File: src/rtl/uart_pkg.sv
// Shared UART constants used by the RX and TX blocks.
// Defines the FSM state codes, the default bit period and the data width.
package uart_pkg;
  localparam logic [2:0] ST_IDLE   = 3'd0;
  localparam logic [2:0] ST_START  = 3'd1;
  localparam logic [2:0] ST_DATA   = 3'd2;
  localparam logic [2:0] ST_PARITY = 3'd3;
  localparam logic [2:0] ST_STOP   = 3'd4;

  localparam int CLK_PER_BIT_DEF = 868;
  localparam int UART_DW         = 8;
endpackage

File: src/rtl/sync_fifo.sv
// Single-clock FIFO with first-word-fall-through head; head reads 0 while empty.
// Pops on an empty FIFO are ignored; a push while full is accepted only alongside a pop.
module sync_fifo #(
  parameter int WIDTH = 8,
  parameter int DEPTH = 16
) (
  input  logic                     clk,
  input  logic                     rst,
  input  logic                     push,
  input  logic [WIDTH-1:0]         push_data,
  input  logic                     pop,
  output logic [WIDTH-1:0]         head,
  output logic                     empty,
  output logic                     full,
  output logic [$clog2(DEPTH):0]   count
);
  localparam int AW = $clog2(DEPTH);
  localparam logic [AW:0] CNT_FULL = (AW+1)'(DEPTH);

  logic [WIDTH-1:0] mem_q [DEPTH];
  logic [AW-1:0]    wptr_q, rptr_q;
  logic [AW:0]      count_q;
  logic             do_push, do_pop;

  assign empty   = (count_q == '0);
  assign full    = (count_q == CNT_FULL);
  assign count   = count_q;
  assign head    = empty ? '0 : mem_q[rptr_q];
  assign do_pop  = pop && !empty;
  assign do_push = push && (!full || do_pop);

  always_ff @(posedge clk) begin
    if (do_push) mem_q[wptr_q] <= push_data;
  end

  always_ff @(posedge clk) begin
    if (rst) begin
      wptr_q  <= '0;
      rptr_q  <= '0;
      count_q <= '0;
    end else begin
      if (do_push) wptr_q <= wptr_q + 1'b1;
      if (do_pop)  rptr_q <= rptr_q + 1'b1;
      case ({do_push, do_pop})
        2'b10:   count_q <= count_q + 1'b1;
        2'b01:   count_q <= count_q - 1'b1;
        default: count_q <= count_q;
      endcase
    end
  end
endmodule

File: src/rtl/uart_rx_buffer.sv
// UART receiver (8N1, or 8E1 when UART_PARITY_EN is defined) feeding a receive FIFO.
// Bytes with a bad stop bit or bad parity are discarded and flagged with a one-cycle pulse.
module uart_rx_buffer
  import uart_pkg::*;
#(
  parameter int CLK_PER_BIT = CLK_PER_BIT_DEF,
  parameter int DEPTH       = 16
) (
  input  logic               clk,
  input  logic               rst,
  input  logic               rxd,
  input  logic               rd_en,
  output logic [UART_DW-1:0] rd_data,
  output logic               empty,
  output logic               full,
  output logic               overrun,
  output logic               frame_err,
  output logic               parity_err
);
  localparam int CW = $clog2(CLK_PER_BIT);
  localparam int AW = $clog2(DEPTH);
  localparam logic [CW-1:0] CNT_LAST = CW'(CLK_PER_BIT - 1);
  localparam logic [CW-1:0] CNT_HALF = CW'(CLK_PER_BIT / 2 - 1);

  logic               sync1_q, rx_s_q;
  logic [2:0]         state_q, state_d;
  logic [CW-1:0]      cnt_q, cnt_d;
  logic [2:0]         idx_q, idx_d;
  logic [UART_DW-1:0] shreg_q, shreg_d;
  logic               stop_smp, par_bad, push_req, drop;
  logic               frame_err_q, overrun_q;
  logic [AW:0]        fifo_count;
`ifdef UART_PARITY_EN
  logic               par_q, par_d, parity_err_q;
`endif

  always_comb begin
    state_d  = state_q;
    cnt_d    = cnt_q + 1'b1;
    idx_d    = idx_q;
    shreg_d  = shreg_q;
    stop_smp = 1'b0;
`ifdef UART_PARITY_EN
    par_d    = par_q;
`endif
    case (state_q)
      ST_IDLE: begin
        cnt_d = '0;
        if (!rx_s_q) state_d = ST_START;
      end
      ST_START: begin
        if (cnt_q == CNT_HALF) begin
          cnt_d   = '0;
          idx_d   = '0;
          state_d = rx_s_q ? ST_IDLE : ST_DATA;
        end
      end
      ST_DATA: begin
        if (cnt_q == CNT_LAST) begin
          cnt_d   = '0;
          shreg_d = {rx_s_q, shreg_q[UART_DW-1:1]};
          idx_d   = idx_q + 1'b1;
`ifdef UART_PARITY_EN
          if (idx_q == 3'(UART_DW - 1)) state_d = ST_PARITY;
`else
          if (idx_q == 3'(UART_DW - 1)) state_d = ST_STOP;
`endif
        end
      end
`ifdef UART_PARITY_EN
      ST_PARITY: begin
        if (cnt_q == CNT_LAST) begin
          cnt_d   = '0;
          par_d   = rx_s_q;
          state_d = ST_STOP;
        end
      end
`endif
      ST_STOP: begin
        if (cnt_q == CNT_LAST) begin
          cnt_d    = '0;
          stop_smp = 1'b1;
          state_d  = ST_IDLE;
        end
      end
      default: begin
        cnt_d   = '0;
        state_d = ST_IDLE;
      end
    endcase
  end

  // A low stop bit wins over a parity mismatch, so parity is only judged when stop==1.
`ifdef UART_PARITY_EN
  assign par_bad = stop_smp && rx_s_q && (par_q != ^shreg_q);
`else
  assign par_bad = 1'b0;
`endif
  assign push_req = stop_smp && rx_s_q && !par_bad;
  assign drop     = push_req && (fifo_count == (AW+1)'(DEPTH)) && !rd_en;

  always_ff @(posedge clk) begin
    if (rst) begin
      sync1_q     <= 1'b1;
      rx_s_q      <= 1'b1;
      state_q     <= ST_IDLE;
      cnt_q       <= '0;
      idx_q       <= '0;
      shreg_q     <= '0;
      frame_err_q <= 1'b0;
      overrun_q   <= 1'b0;
    end else begin
      sync1_q     <= rxd;
      rx_s_q      <= sync1_q;
      state_q     <= state_d;
      cnt_q       <= cnt_d;
      idx_q       <= idx_d;
      shreg_q     <= shreg_d;
      frame_err_q <= stop_smp && !rx_s_q;
      overrun_q   <= overrun_q || drop;
    end
  end

`ifdef UART_PARITY_EN
  always_ff @(posedge clk) begin
    if (rst) begin
      par_q        <= 1'b0;
      parity_err_q <= 1'b0;
    end else begin
      par_q        <= par_d;
      parity_err_q <= par_bad;
    end
  end
  assign parity_err = parity_err_q;
`else
  assign parity_err = 1'b0;
`endif

  assign frame_err = frame_err_q;
  assign overrun   = overrun_q;

  sync_fifo #(
    .WIDTH (UART_DW),
    .DEPTH (DEPTH)
  ) u_fifo (
    .clk       (clk),
    .rst       (rst),
    .push      (push_req),
    .push_data (shreg_q),
    .pop       (rd_en),
    .head      (rd_data),
    .empty     (empty),
    .full      (full),
    .count     (fifo_count)
  );
endmodule

File: config.mk
export PLATFORM = sky130hd
export DESIGN_NAME = uart_rx_buffer
export DESIGN_NICKNAME = d
export VERILOG_FILES = /design/src/rtl/uart_pkg.sv /design/src/rtl/sync_fifo.sv /design/src/rtl/uart_rx_buffer.sv
export SDC_FILE = /design/constraint.sdc
export NUM_CORES = 1
export LEC_CHECK = 0
export CAP_MARGIN = 10
export CORE_ASPECT_RATIO = 0.8
export CORE_MARGIN = 2
export CORE_UTILIZATION = 57
export DETAILED_ROUTE_END_ITERATION = 16
export GPL_TIMING_DRIVEN = 0
export MAX_ROUTING_LAYER = met4
export PLACE_DENSITY = 0.74
export SLEW_MARGIN = 20
export SYNTH_ARGS = -nofsm -noshare
export SYNTH_HDL_FRONTEND = slang
export SYNTH_SLANG_ARGS = --single-unit
File: constraint.sdc
create_clock -name clk -period 3.66 [get_ports clk]
set_input_delay 0.366 -clock clk [delete_from_list [all_inputs] [get_ports clk]]
set_output_delay 0.366 -clock clk [all_outputs]
set_load 0.1 [all_outputs]
==> impl_metrics.tcl, run 1 <==
set metrics [dict create \
    post_cts_buffers 0 \
    die_h_um 105 \
    rows 36 \
    vias 4050 \
    antenna_found_initial 0 \
    track_usage_pct 22.5 \
    fp.dieW_um 130 \
    cellPowerDensity_nw_per_um2 498 \
    max_slew_margin_pct 35.3 \
    syn_inst 465 \
    synth.distinct_cells 54 \
    cts_root_buffer "clkbuf_16" \
    antenna_cells 0 \
    fin_crit_sh_pct 96.0 \
    drcViolationCount 0 \
    cts_buffers 17 \
    synth_compound_area_share_pct 4.40 \
    rsz0062_at_grt "no" \
    async_reset_ff_share_pct 0 \
    ys_seq_elements 173 \
    avgRoutedWirePerCell_um 20.3 \
    clk_latency_ps 420 \
    nNetsFinal 513 \
    gr-total-overflow 0 \
    slew_viol_final 0 \
    cts_buffer_depth 2 \
    setup_viol 0 \
    synth_xor_xnor_area_share_pct 1.82 \
    grt_max_degree 19 \
    clock_skew_ps 8.37 \
    yosys_warnings 0 \
    grt_pass1_wl_um 21600 \
    synthAdderAreaFrac_pct 2.08 \
    wl_um 13800 \
    clock.fmax_ghz 0.285 \
    yosys_most_used_dff "edfxtp_1" \
    tightest_slew_ps 968 \
    viasPerCell 5.95 \
    irDropWorstVdd_mv 0.290 \
    synth_edf_count 128 \
    synthMuxAreaShare_pct 13.4 \
    cts_tree "done" \
    status "completed" \
    fin_hold_ws_ps 434 \
    first_pass_iters 4 \
    netlist_area_um2 7200 \
    synthTopCellsByArea "edfxtp_1 (53%), dfxtp_1 (13%), mux4_2 (10%), mux2i_1 (3.1%), ha_1 (2.1%)" \
    place.gp.congestion 0.830 \
    drt_first_iter_violations 302 \
    ctsHtreeMaxLevel 4 \
    clk_pin_slew_ps 60 \
    drtAntennaViolNets 0 \
    hold_viol_final 0 \
    holdCritPathClass "flip-flop to flip-flop" \
    post-route-util_pct 67.1 \
    syn_nets 481 \
    crit_type "flip-flop to primary output" \
    cp-start-kind "flip-flop" \
    synthSimpleGateAreaFrac_pct 10.0 \
    reg2reg_slack_ps 150 \
    hpwlAfterDp_um 9070 \
    worst_ep_required_time_ps 3290 \
    top_level_ports 17 \
    ys_seq_area_share_pct 65.9 \
    cp-end-kind "primary output" \
    dieArea_um2 13600 \
    synth_top_family_by_area "multiplexers" \
    layout-drive-gt1-share_pct 18.8 \
    coreArea_um2 12300 \
    grt_pass1_vias 3889 \
    io_buffers 15 \
    critPathArrivalTime_ps 3150 \
    netlist.area_leader.share_pct 53.4 \
    start_util_pct 58.8 \
    p_leak_nw 2.69 \
    fin_crit_ps 3510 \
    cp_max_fo 10 \
    yosys.area.top_type "edfxtp_1" \
    synth_area_per_cell_um2 15.5 \
    n_fill_cell 835 \
    max-cap-violations 0 \
    area_growth_pct 14.1 \
    cts.sinks 173 \
]
[power breakdown]
group	internal, mW	switching (mW)	total (mW)	leakage [nW]
combinational	0.00875	0.0186	0.0274	0.842
clock	1.27	0.709	1.98	0.302
sequential	2.08	0.00154	2.08	1.55
total	3.36	0.729	4.09	2.69
[cell type report]
type	count	area, µm²	area share [%]
flip-flops and latches	173	4740	57.7
multi-input cells	257	2310	28.1
clock buffers	20	437	5.31
clock inverters	12	218	2.65
well taps	171	214	2.60
plain buffers	26	134	1.63
repair buffers	15	133	1.61
inverters	7	26.3	0.320
[registers in the layout (all words and copies together) (netlist names), named ones only]
register	count
u_fifo.rptr_q	4
state_q	3
rx_s_q	1
cnt_q	10
frame_err	1
sync1_q	1
shreg_q	8
u_fifo.count	5
overrun	1
u_fifo.wptr_q	4
idx_q	3
u_fifo.mem_q	128
[Yosys cell counts (11+ instances only)]
cell type    n
clkbuf_1    11
nor2_1      36
nand3_1     18
edfxtp_1   128
mux4_2      32
nand2_1     18
dfxtp_1     45
ha_1        12
a21oi_1     15
mux2i_1     22
xor2_1      12
[cells by family after synthesis]
logic type      Yosys count
compound gates           49
xor+xnor                 15
fa+ha+maj                12
buf+inv                  35
flops                   173
mux                      56
other cells               1
simple gates            124
[final timing paths]
check,start,to,cells past startpoint
setup / recovery,flip-flop,rd_data[3],5
hold / removal,sync1_q,rx_s_q,1
setup reg to reg,u_fifo.count[2],u_fifo.count[4],13
hold reg to reg,sync1_q,rx_s_q,1
[cells in the final DEF, fill, tap and decap left out, types with 5 or more instances in the layout]
| cell type | n |
|---|---|
| mux4_2 | 32 |
| bufinv_16 | 6 |
| xor2_1 | 12 |
| nor2_1 | 35 |
| clkdlybuf4s50_1 | 7 |
| nor3_2 | 5 |
| mux2i_1 | 22 |
| ha_1 | 11 |
| edfxtp_1 | 128 |
| nand2_1 | 18 |
| dlygate4sd2_1 | 6 |
| nand3_1 | 18 |
| inv_1 | 6 |
| clkbuf_16 | 17 |
| nand4_4 | 5 |
| o21ai_0 | 5 |
| dfxtp_1 | 45 |
| a21oi_1 | 15 |
| buf_2 | 8 |
| o22ai_1 | 9 |
| clkbuf_1 | 13 |
[worst max-delay path, cell delays in order, from the launching register on]
cell	delay (ps)
dfxtp_1	310
clkbuf_1	470
buf_1	630
mux2i_1	170
o22ai_1	250
dlygate4sd2_1	900
[stage by stage]
step | total power, mW | TNS [ps] | std cells | instance area, µm² | setup slack, ps
floorplan | 2.14 | 0 | 465 | 7200 | 342
global placement | 2.15 | 0 | 651 | 7570 | 58.8
detailed placement | 2.15 | -38.1 | 651 | 7590 | -38.1
CTS | 4.11 | 0 | 681 | 8220 | 44.7
global route | 4.20 | 0 | 681 | 8220 | 20.4
finish | 4.09 | 0 | 681 | 8220 | 148
[routing by layer]
metal  up-vias  track usage [%]  share of wire, %
met1      2062             30.9                44
met4         0             6.07              0.88
met3        13             6.35               6.1
li1       1860                -                 -
met2       115             33.4                49
met5         -                -                 0
[repair_timing]
item,CTS,global route
setup endpoints to repair,9,3
endpoints found under the hold margin,0,0
gates cloned,0,0
pin swaps,0,0
hold buffers,0,0
gates resized for setup,9,5
(Power assumes the default switching activity.)
==> run 2, diff against run 1 <==
CELL_PAD_IN_SITES_DETAIL_PLACEMENT = 1   (was default)
CELL_PAD_IN_SITES_GLOBAL_PLACEMENT = 2   (was default)
CORE_UTILIZATION = 46   (was 57)
PLACE_DENSITY = default   (was 0.74)
PLACE_DENSITY_LB_ADDON = 0.1   (was default)
==> run 2 against run 1 <==
Against the previous run: power is 8.1% lower; setup slack worse by 26 ps; register-to-register slack better by 90 ps; sequential power hardly changed; global-route usage is 1.8 points lower; wire length is 11% higher; sequential share of layout area is 0.45 points higher; die area is 23% higher; final cell count is 5.7% higher; non-clock buffer count stayed put; via count is 1.1% lower; critical path depth stayed put; critical endpoint is now rd_data[5]; highest routed layer unchanged.
==> impl_metrics.tcl, run 2 (synthesis gave the netlist of run 1 again) <==
set metrics [dict create \
    holdCritPathClass "flip-flop to flip-flop" \
    gr-total-overflow 0 \
    clock_skew_ps 11.2 \
    cellPowerDensity_nw_per_um2 461 \
    wl_met3_um 1060 \
    cts.sinks 173 \
    cts_root_buffer "clkbuf_16" \
    post_cts_buffers 0 \
    critPathArrivalTime_ps 3170 \
    antenna_cells 0 \
    grt_pass1_wl_um 24100 \
    coreArea_um2 15200 \
    grt_max_degree 19 \
    largest_register_ffs 128 \
    worst_ep_required_time_ps 3290 \
    setup_ws_ps 122 \
    path_cells "clkbuf_1 -> clkdlybuf4s15_1 -> mux2i_1 -> o22ai_1 -> clkdlybuf4s15_2" \
    cp-end-kind "primary output" \
    top_layer "met4" \
    clk_pin_slew_ps 60 \
    area_growth_pct 13.2 \
    tightest_slew_ps 965 \
    cts_buffers 17 \
    wl_met2_um 6880 \
    track_usage_pct 20.7 \
    slew_viol_final 0 \
    path_buf_inv 3 \
    grt_pass1_vias 4065 \
    cp_slowest_cell "clkdlybuf4s15_1" \
    final_common_cell "edfxtp_1" \
    setup_viol 0 \
    critPathTopFamily "buffers and inverters" \
    top_register "u_fifo.mem_q" \
    rows 40 \
    p_leak_nw 2.63 \
    drt_first_iter_violations 281 \
    clk_latency_ps 420 \
    irDropWorstVdd_mv 0.318 \
    hold_viol_final 0 \
    wl_um 15300 \
    status "completed" \
    io_buffers 15 \
    fin_area_um2 8160 \
    final_cell_mix "edfxtp_1 (128), dfxtp_1 (45), nor2_1 (35), mux4_2 (32), mux2i_1 (22)" \
    max_slew_margin_pct 35.4 \
    place_area_um2 7640 \
    nNetsFinal 513 \
    reg2reg_slack_ps 240 \
    hpwlAfterDp_um 10200 \
    cp-start-kind "flip-flop" \
    start_util_pct 47.5 \
    cp_max_fo 10 \
    fin_hold_ws_ps 411 \
    cts_buffer_depth 2 \
    drcViolationCount 0 \
    avgRoutedWirePerCell_um 21.2 \
    die_h_um 116 \
    viasPerCell 5.56 \
    layout-drive-gt1-share_pct 20.6 \
    ctsHtreeMaxLevel 4 \
    crit_type "flip-flop to primary output" \
    vias 4004 \
    post-route-util_pct 53.8 \
    fp.dieW_um 144 \
    cts_tree "done" \
    post-place-ws_ps -68.1 \
    drtAntennaViolNets 0 \
    first_pass_iters 4 \
    top_level_ports 17 \
    fin_crit_sh_pct 96.7 \
    clock.fmax_ghz 0.283 \
    reg_top3 "u_fifo.mem_q x128, cnt_q x10, shreg_q x8" \
    antenna_found_initial 0 \
    place.gp.congestion 0.715 \
    max-cap-violations 0 \
    max_stage_delay_ps 770 \
    dieArea_um2 16700 \
    wirelength_met1_um 7120 \
    fin_crit_ps 3540 \
    hold_buffers 0 \
]
-- run 2: area by class of cell --
cell class | instances | area, µm²
fill | 1458 | 7010
sequential | 173 | 4740
multi-input combinational | 257 | 2320
clock buffer | 18 | 429
tap | 210 | 263
buffer | 26 | 143
timing repair buffer | 15 | 123
clock inverter | 14 | 110
inverter | 7 | 26.3
-- run 2: report_power, final --
group / internal, mW / switching, mW
combinational: 0.00879 / 0.0195
sequential: 2.08 / 0.00153
clock: 0.879 / 0.772
-- run 2: what timing repair did --
| item | in CTS | in global routing |
|---|---|---|
| setup endpoints to repair | 9 | 9 |
| pin swaps | 0 | 0 |
| gates cloned | 0 | 0 |
| resized for setup | 15 | 14 |
-- run 2: final timing paths --
check | depth (start not counted) | endpoint | start
setup / recovery | 5 | rd_data[5] | flip-flop
hold / removal | 1 | rx_s_q | sync1_q
setup reg to reg | 13 | u_fifo.count[4] | u_fifo.count[2]
hold reg to reg | 1 | rx_s_q | sync1_q
-- run 2: per-layer routing --
layer | vias to the layer above | global-route usage [%]
met5 | - | -
met4 | 0 | 7.19
met3 | 14 | 4.55
met2 | 100 | 28.4
met1 | 2025 | 30.4
li1 | 1865 | -
-- run 2: through the flow --
stage | TNS (ps) | power (mW) | cells
4_1_cts | 0 | 3.80 | 720
3_3_place_gp | -7.83 | 2.15 | 690
3_5_place_dp | -68.1 | 2.15 | 690
5_1_grt | -8.15 | 3.87 | 720
6_report | 0 | 3.76 | 720
2_1_floorplan | 0 | 2.14 | 465
==> edit 1, RTL diff (flow settings as in run 1) <==
Set the package constant `CLK_PER_BIT_DEF` to 434 (it was 868).
--- a/src/rtl/uart_pkg.sv
+++ b/src/rtl/uart_pkg.sv
@@ -7,7 +7,7 @@
   localparam logic [2:0] ST_PARITY = 3'd3;
   localparam logic [2:0] ST_STOP   = 3'd4;
 
-  localparam int CLK_PER_BIT_DEF = 868;
+  localparam int CLK_PER_BIT_DEF = 434;
   localparam int UART_DW         = 8;
 endpackage
 
Behaviour: same outputs for any inputs over 10 cycles, from zero or initial values and one cycle with rst high; that may be too few to reach the edited logic, so the function may still have changed.
==> edit 1 against run 1 <==
  * Maximum frequency shrank 1.8%
  * Worst setup slack lost 0.065 ns
  * Routed wire length shrank 2.3%
  * Area after synthesis shrank 0.57%
  * Final area shrank 0.81%
  * Global-route usage shrank 0.066 points
  * Sequential cell count shrank 1
  * Critical path type unchanged
  * Largest cell class unchanged
Power is not compared: it rests on default switching activity, and its combinational part moved more than twofold at a synthesized area within 25%.
==> edit 1: results (changes against run 1) <==
synthTopCellsByCount: "sky130_fd_sc_hd__edfxtp_1 (128), sky130_fd_sc_hd__dfxtp_1 (44), sky130_fd_sc_hd__nor2_1 (35), sky130_fd_sc_hd__mux4_2 (32), sky130_fd_sc_hd__mux2i_1 (27)"
clock-root-buffer: "sky130_fd_sc_hd__clkbuf_16"
setup_skew_after_layout_ns: 0.008482  # +0.0001152 ns
antenna_cells: 0  # unchanged
antenna_found_initial: 0  # unchanged
layout-drive-gt1-share: 0.1793  # -0.008952
max-vdd-ir-drop_mv: 0.4208
postSynthNetCount: 473  # -1.7%
viasPerCell: 5.881  # -1.1%
postCtsSetupRepairBufs: 0  # unchanged
top_cells_by_area_synth: "sky130_fd_sc_hd__edfxtp_1 (54%), sky130_fd_sc_hd__dfxtp_1 (12%), sky130_fd_sc_hd__mux4_2 (10%)"
total_leakage_power_nw: 2.691
synth.yosys.warnings: 0  # unchanged
clkTransAtPathRegs_ns: 0.07
track_usage: 0.2240  # -0.0006603
first_pass_iteration_count_of_the_detailed_router: 5  # +1
detail_route.wl_per_cell_um: 20.07  # -1.1%
fill_cells: 844  # +1.1%
regToRegSetupSlack_ns: 0.36  # +0.21 ns
grt_pass1_wl_um: 21240  # -1.5%
distinct_cells_synth: 54  # unchanged
cts_max_level: 4  # unchanged
hold-worst-slack_ns: 0.4096  # -0.02463 ns
asyncSetResetFlopFracSynth: 0  # unchanged
worst_slew_margin_rel: 0.3446  # -0.007950
postCtsResizedCells: 8  # -1
grt_start_max_net_pins: 19  # unchanged
outcome: "completed"
seq_area_frac_synth: 0.6598  # +0.001003
layout_top_registers: "u_fifo.mem_q: 128 flops, cnt_q: 9 flops, shreg_q: 8 flops"
vias_in_the_first_global_route: 3861  # -0.72%
dp_hpwl_um: 8698  # -4.2%
worstPathArrival_ns: 3.21  # +0.06 ns
port-buffer-count: 15  # unchanged
nNetsFinal: 507  # -1.2%
critical_path.max_fanout: 10  # unchanged
synth_enable_flop_cells: 128  # unchanged
clock_buffers_created_by_tritoncts: 17  # unchanged
drtIter0Drc: 444  # +47%
cts-root-to-sink-buffers: 2  # unchanged
layout_worst_path_cycle_share: 0.9774  # +0.01770
routabilityCongestion: 0.8506  # +2.5%
dpl_worst_slack_ns: 0.2500  # +0.2881 ns
edit 1: cell types whose count changed after synthesis, moves of 6 or more:
cell | run 1 | this run
sky130_fd_sc_hd__nand2_1 | 18 | 10
sky130_fd_sc_hd__nand3_1 | 18 | 9
sky130_fd_sc_hd__nor3_1 | 8 | 2
sky130_fd_sc_hd__inv_1 | 6 | 12
sky130_fd_sc_hd__and2_1 | 0 | 12
edit 1: worst paths after layout:
kind                         from         endpoint  depth (start not counted)
hold / removal            sync1_q           rx_s_q                          1
setup / recovery         register       rd_data[4]                          5
setup reg to reg  u_fifo.count[2]  u_fifo.count[2]                         14
hold reg to reg           sync1_q           rx_s_q                          1
edit 1: critical path, stage by stage, from the launching register on:
cell and delay [ns]:
sky130_fd_sc_hd__dfxtp_1 0.30, sky130_fd_sc_hd__clkbuf_1 0.45, sky130_fd_sc_hd__buf_1 0.68, sky130_fd_sc_hd__mux2i_1 0.27, sky130_fd_sc_hd__o22ai_1 0.18, sky130_fd_sc_hd__dlygate4sd2_1 0.88
edit 1: through the flow:
stage | cell area (µm²) | instances
floorplan | 7163 | 455
global placement | 7527 | 641
detailed placement | 7527 | 641
CTS | 8164 | 673
global route | 8153 | 673
finish | 8153 | 673
edit 1: routing by layer:
| layer | share of wire | routed length (µm) | GRT usage |
|---|---|---|---|
| met1 | 0.46 | 6249 | 0.3134 |
| met3 | 0.049 | 665 | 0.04835 |
| met5 | 0 | 0 | - |
| met4 | 0.016 | 214 | 0.08385 |
| met2 | 0.47 | 6376 | 0.3267 |
edit 1: cell type report:
cell class                 count  area [µm²]  share of cell area
clock inverter                14       217.7             0.02670
multi-input combinational    246        2273              0.2789
timing repair buffer          15       128.9             0.01581
clock buffer                  18       429.2             0.05264
sequential                   172        4725              0.5795
tap                          171       214.0             0.02624
inverter                      12       45.04            0.005525
buffer                        25       120.1             0.01473
edit 1: logic make-up (layout without fill, tap and decap cells):
group	Yosys count	in the layout	share of synthesized area
mux	60	60	0.1405
xor+xnor	14	14	0.01712
other cells	1	1	0.0005237
compound gates	42	42	0.03932
simple gates	115	115	0.09523
flops	172	172	0.6598
fa+ha+maj	14	14	0.02446
buf+inv	37	84	0.02307
edit 1: power by group:
part           switching [mW]  leakage [nW]  internal, mW
registers              0.0276          1.54          2.10
clock network           0.732         0.307          1.21
logic                   0.892         0.843         0.401
==> edit 2, RTL diff (flow settings as in run 1) <==
Without the edit above. Add an input register stage for `rxd`, with the module's reset; this delays it by one clock. The other inputs are not delayed to match.
--- a/src/rtl/uart_rx_buffer.sv
+++ b/src/rtl/uart_rx_buffer.sv
@@ -21,6 +21,16 @@
   localparam int AW = $clog2(DEPTH);
   localparam logic [CW-1:0] CNT_LAST = CW'(CLK_PER_BIT - 1);
   localparam logic [CW-1:0] CNT_HALF = CW'(CLK_PER_BIT / 2 - 1);
+
+  logic rxd_q;
+
+  always_ff @(posedge clk) begin
+    if (rst) begin
+      rxd_q <= '0;
+    end else begin
+      rxd_q <= rxd;
+    end
+  end
 
   logic               sync1_q, rx_s_q;
   logic [2:0]         state_q, state_d;
@@ -110,7 +120,7 @@
       frame_err_q <= 1'b0;
       overrun_q   <= 1'b0;
     end else begin
-      sync1_q     <= rxd;
+      sync1_q     <= rxd_q;
       rx_s_q      <= sync1_q;
       state_q     <= state_d;
       cnt_q       <= cnt_d;
Function: no difference found for any inputs over 10 cycles, from zero or initial values and one cycle with rst high; that may be too few to reach the edited logic, so the function may still have changed.
==> edit 2 against run 1 <==
  * Sequential cell count increased by 1
  * Synthesized cell count decreased by 3.4%
  * First-iteration DRC count increased by 13%
  * Maximum frequency decreased by 1.0%
  * Worst setup slack got worse by 0.037 ns
  * Area after synthesis decreased by 1.4%
  * Routed wire length decreased by 5.5%
  * Total power decreased by 2.8%
  * Final area decreased by 2.2%
  * Cell count decreased by 4.7%
  * Die area decreased by 1.4%
  * Largest power group unchanged
==> edit 2: results (changes against run 1) <==
nNetsFinal: 500  # -2.5%
critPathCapture: "rd_data[7]"
viasPerCell: 5.869  # -1.3%
timing.critical_path.slowest_stage_cell: "sky130_fd_sc_hd__dlygate4sd2_1"
worst_slew_pin_slew_ns: 0.9801  # +0.01187 ns
antenna_cells: 0  # unchanged
track_usage: 0.2175  # -0.007163
routabilityCongestion: 0.8618  # +3.8%
outcome: "completed"
top_cells_by_area_synth: "sky130_fd_sc_hd__edfxtp_1 (54%), sky130_fd_sc_hd__dfxtp_1 (13%), sky130_fd_sc_hd__mux4_2 (10%)"
routed_wl_um: 13060  # -5.5%
dpl_worst_slack_ns: 0.04617  # +0.08428 ns
synth-main-ff-cell: "sky130_fd_sc_hd__edfxtp_1"
seq_area_frac_synth: 0.6710  # +0.01222
synthTopCellsByCount: "sky130_fd_sc_hd__edfxtp_1 (128), sky130_fd_sc_hd__dfxtp_1 (46), sky130_fd_sc_hd__nor2_1 (45), sky130_fd_sc_hd__mux4_2 (32), sky130_fd_sc_hd__mux2i_1 (27)"
total_leakage_power_nw: 2.772  # +3.0%
detail_route.wl_per_cell_um: 20.12  # -0.85%
post_dp_cell_area_um2: 7441  # -1.9%
min_from: "rxd_q"
port-buffer-count: 15  # unchanged
setup_skew_after_layout_ns: 0.008272  # -0.00009528 ns
max-vdd-ir-drop_mv: 0.4016  # +39%
clock_buffers_created_by_tritoncts: 17  # unchanged
vias_in_the_first_global_route: 3815  # -1.9%
antenna_found_initial: 0  # unchanged
postSynthNetCount: 465  # -3.3%
setup_ws_ns: 0.1110  # -0.03659 ns
max_slew_violation_count: 0  # unchanged
first_pass_iteration_count_of_the_detailed_router: 5  # +1
cpLargestDelayFamily: "buffers and inverters"
cts_max_level: 4  # unchanged
clock-root-buffer: "sky130_fd_sc_hd__clkbuf_16"
grt_start_max_net_pins: 19  # unchanged
synth.yosys.warnings: 0  # unchanged
regToRegSetupSlack_ns: 0.26  # +0.11 ns
layout-drive-gt1-share: 0.1811  # -0.007149
worstPathArrival_ns: 3.18  # +0.03 ns
dp_hpwl_um: 8464  # -6.7%
grt_pass1_wl_um: 20570  # -4.6%
reg2reg_from: "state_q[2]"
distinct_cells_synth: 55  # +1.9%
placedCellCount: 616  # -5.4%
critical_path.max_fanout: 10  # unchanged
drt_drc_violations_left: 0  # unchanged
regToRegEndpoint: "u_fifo.count[4]"
worstRegToRegCells: 15  # +2
drtIter0Drc: 340  # +13%
synth_enable_flop_cells: 128  # unchanged
timing.critical_path.from_type: "register"
postSynthCellCount: 449  # -3.4%
==> edit 2: final cells by class <==
class / count / area, µm²
clock inverters: 15 / 176.4
fillers: 833 / 4123
flip-flops and latches: 174 / 4765
plain buffers: 21 / 97.59
well taps: 152 / 190.2
multi-input cells: 239 / 2188
repair buffers: 16 / 140.1
inverters: 15 / 56.30
clock buffers: 17 / 425.4
==> edit 2: routing by layer <==
layer,track usage,vias up,part of all wire
met3,0.04184,21,0.043
met1,0.2954,1921,0.46
met2,0.3254,81,0.48
li1,-,1786,-
met5,-,-,0
met4,0.09239,0,0.023
==> edit 2: how the worst min path moves through the flow <==
stage	to	slack [ns]	cells past startpoint
global placement	sync1_q	0.39	1
floorplan	rx_s_q	0.39	1
finish	sync1_q	0.41	1
detailed placement	rx_s_q	0.40	1
CTS	sync1_q	0.41	1
global route	sync1_q	0.44	1
==> edit 2: kinds of logic (layout without fill, tap and decap cells) <==
| logic type | Yosys count | after routing | share of synthesized area |
|---|---|---|---|
| xor gates and xnor gates | 20 | 20 | 0.02467 |
| AOI/OAI and AO/OA | 40 | 40 | 0.03718 |
| buffers and inverters | 36 | 84 | 0.02167 |
| adders and majority gates | 12 | 12 | 0.02114 |
| DFF | 174 | 174 | 0.6710 |
| and+or+nand+nor | 106 | 106 | 0.08264 |
| other | 1 | 1 | 0.0005281 |
| muxes | 60 | 60 | 0.1411 |
==> edit 2: timing repair <==
action                     4_1_cts  5_1_grt
setup endpoints to repair        8        4
buffers inserted                 0        1
gates resized for setup          8        6
pin swaps                        0        1
==> edit 2: report_power, final <==
part           internal, mW  switching [mW]  total, mW
sequential             2.09         0.00357       2.10
clock                  1.12           0.705       1.83
combinational        0.0177          0.0351     0.0529
total                  3.23           0.743       3.98
